**config.mk**
```make
export PLATFORM = sky130hd
export DESIGN_NAME = ahblite_slave_mux
export DESIGN_NICKNAME = d
export VERILOG_FILES = /design/src/rtl/ahblite_slave_mux.sv
export SDC_FILE = /design/constraint.sdc
export NUM_CORES = 1
export LEC_CHECK = 0
export BUFFER_PORTS_ARGS = -buffer_cell sky130_fd_sc_hd__buf_2
export CAP_MARGIN = 20
export CORE_AREA = 8 8 108 110
export DETAILED_ROUTE_END_ITERATION = 16
export DIE_AREA = 0 0 116 118
export GPL_TIMING_DRIVEN = 0
export PLACE_DENSITY = 0.57
export SYNTH_ARGS = -nofsm -noshare
export SYNTH_HDL_FRONTEND = slang
export SYNTH_SLANG_ARGS = --single-unit
```
**constraint.sdc**
```tcl
create_clock -name HCLK -period 3 [get_ports HCLK]
set_input_delay 0.6 -clock HCLK [delete_from_list [all_inputs] [get_ports HCLK]]
set_output_delay 0.6 -clock HCLK [all_outputs]
set_load 0.03 [all_outputs]
```
**src/rtl/ahblite_slave_mux.sv**
```systemverilog
// AHB-Lite data-phase response multiplexer for seven slave ports, with a built-in
// default slave that answers unmapped or disabled accesses with a two-cycle ERROR.
module ahblite_slave_mux #(
    parameter logic [6:0] PORT_EN   = 7'h7F,
    parameter int         ERR_CNT_W = 8
) (
    input  logic                 HCLK,
    input  logic                 HRESET,
    input  logic                 HREADY,
    input  logic [1:0]           HTRANS,
    input  logic                 P0_HSEL,
    input  logic                 P1_HSEL,
    input  logic                 P2_HSEL,
    input  logic                 P3_HSEL,
    input  logic                 P4_HSEL,
    input  logic                 P5_HSEL,
    input  logic                 P6_HSEL,
    input  logic                 P0_HREADYOUT,
    input  logic                 P1_HREADYOUT,
    input  logic                 P2_HREADYOUT,
    input  logic                 P3_HREADYOUT,
    input  logic                 P4_HREADYOUT,
    input  logic                 P5_HREADYOUT,
    input  logic                 P6_HREADYOUT,
    input  logic                 P0_HRESP,
    input  logic                 P1_HRESP,
    input  logic                 P2_HRESP,
    input  logic                 P3_HRESP,
    input  logic                 P4_HRESP,
    input  logic                 P5_HRESP,
    input  logic                 P6_HRESP,
    input  logic [31:0]          P0_HRDATA,
    input  logic [31:0]          P1_HRDATA,
    input  logic [31:0]          P2_HRDATA,
    input  logic [31:0]          P3_HRDATA,
    input  logic [31:0]          P4_HRDATA,
    input  logic [31:0]          P5_HRDATA,
    input  logic [31:0]          P6_HRDATA,
    output logic                 HREADYOUT,
    output logic                 HRESP,
    output logic [31:0]          HRDATA,
    output logic [ERR_CNT_W-1:0] ERR_COUNT
);

    localparam int NP = 7;

    typedef enum logic [1:0] {ST_IDLE, ST_ERR1, ST_ERR2} state_t;

    state_t                state_reg, state_next;
    logic [NP-1:0]         sel_reg, sel_next;
    logic [ERR_CNT_W-1:0]  err_cnt_reg, err_cnt_next;

    logic [NP-1:0]         hsel_vec, hready_vec, hresp_vec;
    logic [31:0]           hrdata_arr  [NP];
    logic [31:0]           data_masked [NP];
    logic [31:0]           data_or;
    logic [NP-1:0]         sel_vec, sel_onehot;
    logic                  unmapped, capture, err_enter;

    // Only HTRANS[1] distinguishes active transfers from IDLE/BUSY.
    logic htrans_unused;
    assign htrans_unused = HTRANS[0];

    assign hsel_vec   = {P6_HSEL, P5_HSEL, P4_HSEL, P3_HSEL, P2_HSEL, P1_HSEL, P0_HSEL};
    assign hready_vec = {P6_HREADYOUT, P5_HREADYOUT, P4_HREADYOUT, P3_HREADYOUT,
                         P2_HREADYOUT, P1_HREADYOUT, P0_HREADYOUT};
    assign hresp_vec  = {P6_HRESP, P5_HRESP, P4_HRESP, P3_HRESP, P2_HRESP, P1_HRESP, P0_HRESP};

    assign hrdata_arr[0] = P0_HRDATA;
    assign hrdata_arr[1] = P1_HRDATA;
    assign hrdata_arr[2] = P2_HRDATA;
    assign hrdata_arr[3] = P3_HRDATA;
    assign hrdata_arr[4] = P4_HRDATA;
    assign hrdata_arr[5] = P5_HRDATA;
    assign hrdata_arr[6] = P6_HRDATA;

    // Disabled ports look unmapped; overlapping selects resolve to the lowest index.
    assign sel_vec    = hsel_vec & PORT_EN;
    assign sel_onehot = sel_vec & (~sel_vec + NP'(1));
    assign unmapped   = (sel_vec == '0) && HTRANS[1];
    assign capture    = HREADY && (state_reg != ST_ERR1);

    always_ff @(posedge HCLK) begin
        if (HRESET) begin
            state_reg   <= ST_IDLE;
            sel_reg     <= '0;
            err_cnt_reg <= '0;
        end else begin
            state_reg   <= state_next;
            sel_reg     <= sel_next;
            err_cnt_reg <= err_cnt_next;
        end
    end

    always_comb begin
        state_next = state_reg;
        case (state_reg)
            ST_IDLE, ST_ERR2: begin
                if (HREADY) state_next = unmapped ? ST_ERR1 : ST_IDLE;
            end
            ST_ERR1: state_next = ST_ERR2;
            default: state_next = ST_IDLE;
        endcase
    end

    always_comb begin
        sel_next = sel_reg;
        if (capture) sel_next = sel_onehot;
    end

    assign err_enter = (state_next == ST_ERR1) && (state_reg != ST_ERR1);

    always_comb begin
        err_cnt_next = err_cnt_reg;
        if (err_enter && (err_cnt_reg != '1)) err_cnt_next = err_cnt_reg + ERR_CNT_W'(1);
    end

    // sel_reg is one-hot or zero, so an OR of masked buses forms the read-data mux.
    for (genvar gi = 0; gi < NP; gi++) begin : g_mask
        assign data_masked[gi] = hrdata_arr[gi] & {32{sel_reg[gi]}};
    end

    always_comb begin
        data_or = '0;
        for (int i = 0; i < NP; i++) data_or = data_or | data_masked[i];
    end

    always_comb begin
        HREADYOUT = 1'b1;
        HRESP     = 1'b0;
        HRDATA    = '0;
        case (state_reg)
            ST_ERR1: begin
                HREADYOUT = 1'b0;
                HRESP     = 1'b1;
            end
            ST_ERR2: begin
                HREADYOUT = 1'b1;
                HRESP     = 1'b1;
            end
            default: begin
                if (sel_reg != '0) begin
                    HREADYOUT = |(sel_reg & hready_vec);
                    HRESP     = |(sel_reg & hresp_vec);
                    HRDATA    = data_or;
                end
            end
        endcase
    end

    assign ERR_COUNT = err_cnt_reg;

endmodule

```
==> parameters.txt <==
Parameter                              Value

Critical path
  Worst r2r src ... state_reg[1]
  Kind of end point of the critical path ... primary output
  Ordered list of cells on the worst path ... clkbuf_1, clkbuf_1, a22oi_1, a31oi_1, buf_2
  Path type of the worst setup path ... register to primary output
  R2R setup slack ... 0.93 ns
  Longest individual stage delay on the worst path ... 0.65 ns
  Setup crit start kind ... register
  Required time of the critical path ... 2.40 ns
  Worst Path Max Fanout ... 10
  CP max stage cell ... clkbuf_1
  Destination of the worst register-to-register timing path ... ERR_COUNT[5]
  Worst reg-to-reg path cell count ... 7
  CP dominant cell by count ... clkbuf_1
  Data arrival at the endpoint of the critical path ... 2.32 ns

Place
  Cell count after placement ... 703
  Cell area reported after detailed placement ... 3710 sq um
  Final HPWL from detailed placement ... 14100 um
  Number of input and output port buffers inserted ... 289
  RePlAce Congestion ... 0.967

Detailed routing
  Total wire length ... 16800 um
  Violation count after the first detailed-route iteration ... 616
  DR vias/cell ... 5.54
  Average detailed-routed wire length per instance ... 23.7 um
  Remaining number of nets flagged by the antenna check after routing ... 0
  Post-route DRC violation count ... 0
  First-pass iteration count of the detailed router ... 8
  Number of vias in the routed layout ... 3930

Global route
  Wire length of the first global-routing pass ... 24200 um
  Remaining Overflow, GRT ... 0
  Pin count of the biggest net entering global routing ... 11
  GRT Util Overall ... 22.8%
  Initial antenna violation count ... 9
  Vias in the first global route ... 4027

Floorplan
  Die width ... 116 um
  Vertical die dimension ... 118 um
  Row Count ... 37
  Total Die Area ... 13700 sq um
  I/O pin cnt ... 292
  Starting density of the core ... 20.9%
  Total core area ... 10000 sq um

STA
  Sum Neg Setup Slack ... 0 ns
  Maximum clock rate ... 0.342 GHz
  Worst Tran Pin Value ... 0.762 ns
  Hold WS ... 0.499 ns
  Final setup fails ... 0
  RSZ-0062 raised after global routing ... no
  Crit share post-route ... 97.4%
  Final slew viol count ... 0
  Maximum clock skew at final layout ... 0.00214 ns
  Clock period minus final worst setup slack ... 2.92 ns
  Worst rel slew slack ... 49.2%
  Final count of hold timing violations ... 0

Clock tree
  TritonCTS clock tree ... built
  Post-cts repair resize count ... 0
  Deepest clock path buffer count ... 2
  Number of H-tree levels ... 1
  Post-CTS Hold Buffers ... 0
  Clock latency reported for the late side of the worst-skew pair ... 0.25 ns
  Clk root buf ... clkbuf_8
  Total number of clock tree sinks ... 17
  Buffers inserted by post-CTS timing repair ... 0
  Clk slew on worst S/H paths ... 0.07 ns
  Number of buffers inserted during clock tree synthesis ... 3

Final layout
  Number of filler instances in the final layout ... 1106
  Net count of the finished layout ... 827
  Layout Area Growth over Synthesis ... 79.9%
  Top library cells by usage in the layout, fill and taps aside ... 289 x buf_2, 68 x a22oi_1, 33 x clkbuf_1, 33 x a222oi_1, 32 x a31oi_1
  Number of flip-flops in the largest register ... 8
  Leading cell type in the layout, fill and taps excluded ... buf_2
  Post-route design area ... 3760 sq um
  Final non-filler cell total ... 709
  Layout cells sized above 1 ... 52.5%

Power
  Power per standard cell area ... 200 nW/um^2
  Maximum vdd ir drop ... 189 uV
  Static leakage power ... 0.00173 uW

Logic synthesis
  Proportion of synthesized area in mux cells ... 0.479%
  Synthesized area per cell ... 7.52 sq um
  Count of different cell masters after synthesis ... 36
  Synthesized Nets ... 533
  Mapped Cells ... 278
  Share of synthesized cell area in full adder, half adder and majority cells ... 2.99%
  Share of async-settable or async-resettable flops after synthesis ... 0%
  Largest family of logic cells by synthesized area ... compound AO/OA/AOI/OAI gates
  Synthesized-area fraction occupied by xor and xnor cells ... 0%
  Area leader, netlist ... a22oi_1
  Netlist area before placement ... 2090 sq um
  Number of synthesized register bits ... 17
  Area contributors post-synth ... a22oi_1 24%, dfxtp_1 16%, a222oi_1 16%
  Synthesized-area fraction occupied by ao, oa, aoi and oai cells ... 57.6%
  Top cell type's share of synthesized area ... 24.4%
  Simple logic cell fraction of the synthesized area ... 15.3%
  Number of enable flip-flop cells after synthesis ... 0
  Share of synthesized area occupied by flip-flops and latches ... 16.3%
  Primary FF master, synth ... dfxtp_1
  YS warnings ... 0

Outcome
  Run status ... complete, no violations

Run
  Max Cap Viol ... 0

Worst hold path
  Path category of the worst min-delay check ... register to register
  HP Start ... ERR_COUNT[5]
  Worst Hold Endpoint ... ERR_COUNT[5]
  Hold Path Stages ... 2
==> worst max-delay path by stage <==
stage	slack (ns)	cells past startpoint	startpoint	endpoint
2_1_floorplan	0.71	5	state_reg[0]	HRDATA[10]
3_3_place_gp	0.35	5	sel_reg[2]	HRDATA[21]
3_5_place_dp	0.37	5	sel_reg[4]	HRDATA[8]
4_1_cts	0.09	5	sel_reg[4]	HRDATA[8]
5_1_grt	0.004	5	sel_reg[2]	HRDATA[21]
6_report	0.08	5	sel_reg[4]	HRDATA[24]
==> stage by stage <==
stage                     power [uW]  setup slack, ns  util, %
after floorplan                  363            0.711        -
after global placement           581            0.348     37.1
after detailed placement         583            0.371     37.1
after CTS                        752           0.0924     37.5
after global routing             796          0.00358     37.6
final                            751           0.0787     37.6
==> final cells by class <==
| class | instances | area [sq um] | share of cell area (%) |
|---|---|---|---|
| clock inverter | 1 | 5.00 | 0.133 |
| buffer | 36 | 141 | 3.76 |
| antenna | 2 | 5.00 | 0.133 |
| sequential | 17 | 340 | 9.05 |
| clock buffer | 3 | 41.3 | 1.10 |
| inverter | 4 | 15.0 | 0.399 |
| timing repair buffer | 289 | 1450 | 38.5 |
| tap | 136 | 170 | 4.52 |
| multi-input combinational | 221 | 1600 | 42.4 |
==> critical path, delay by kind of cell, from the launching register on <==
family / cells / cell delay, ns
buffers and inverters: 3 / 1.36
AO/OA/AOI/OAI: 2 / 0.41
flip-flops: 1 / 0.30
==> power by group <==
| group | switching (uW) | internal (uW) | total [uW] | leakage, uW |
|---|---|---|---|---|
| logic | 186 | 169 | 355 | 0.00157 |
| clock network | 76.0 | 92.0 | 168 | 0.0000255 |
| registers | 0.514 | 228 | 228 | 0.000137 |
==> logic make-up after synthesis <==
family / after synthesis
buffers and inverters: 40
AND/OR/NAND/NOR: 56
flip-flops: 17
adder cells (fa/ha/maj): 5
multiplexers: 1
AO/OA/AOI/OAI: 159
==> Yosys cell counts (5+ instances only) <==
| master | count |
|---|---|
| dfxtp_1 | 17 |
| nor2_1 | 9 |
| a222oi_1 | 33 |
| a22oi_1 | 68 |
| a31oi_1 | 32 |
| clkbuf_1 | 35 |
| nand2_1 | 9 |
| nand3_1 | 6 |
| nor3_1 | 8 |
| ha_1 | 5 |
| a21oi_1 | 14 |
==> per-layer routing <==
metal  wire [um]  global-route usage [%]
met1        6440                    26.3
met2        8160                    38.7
met3        1920                    8.06
met4         217                    5.52
met5          96                       0
(Power assumes the default switching activity.)
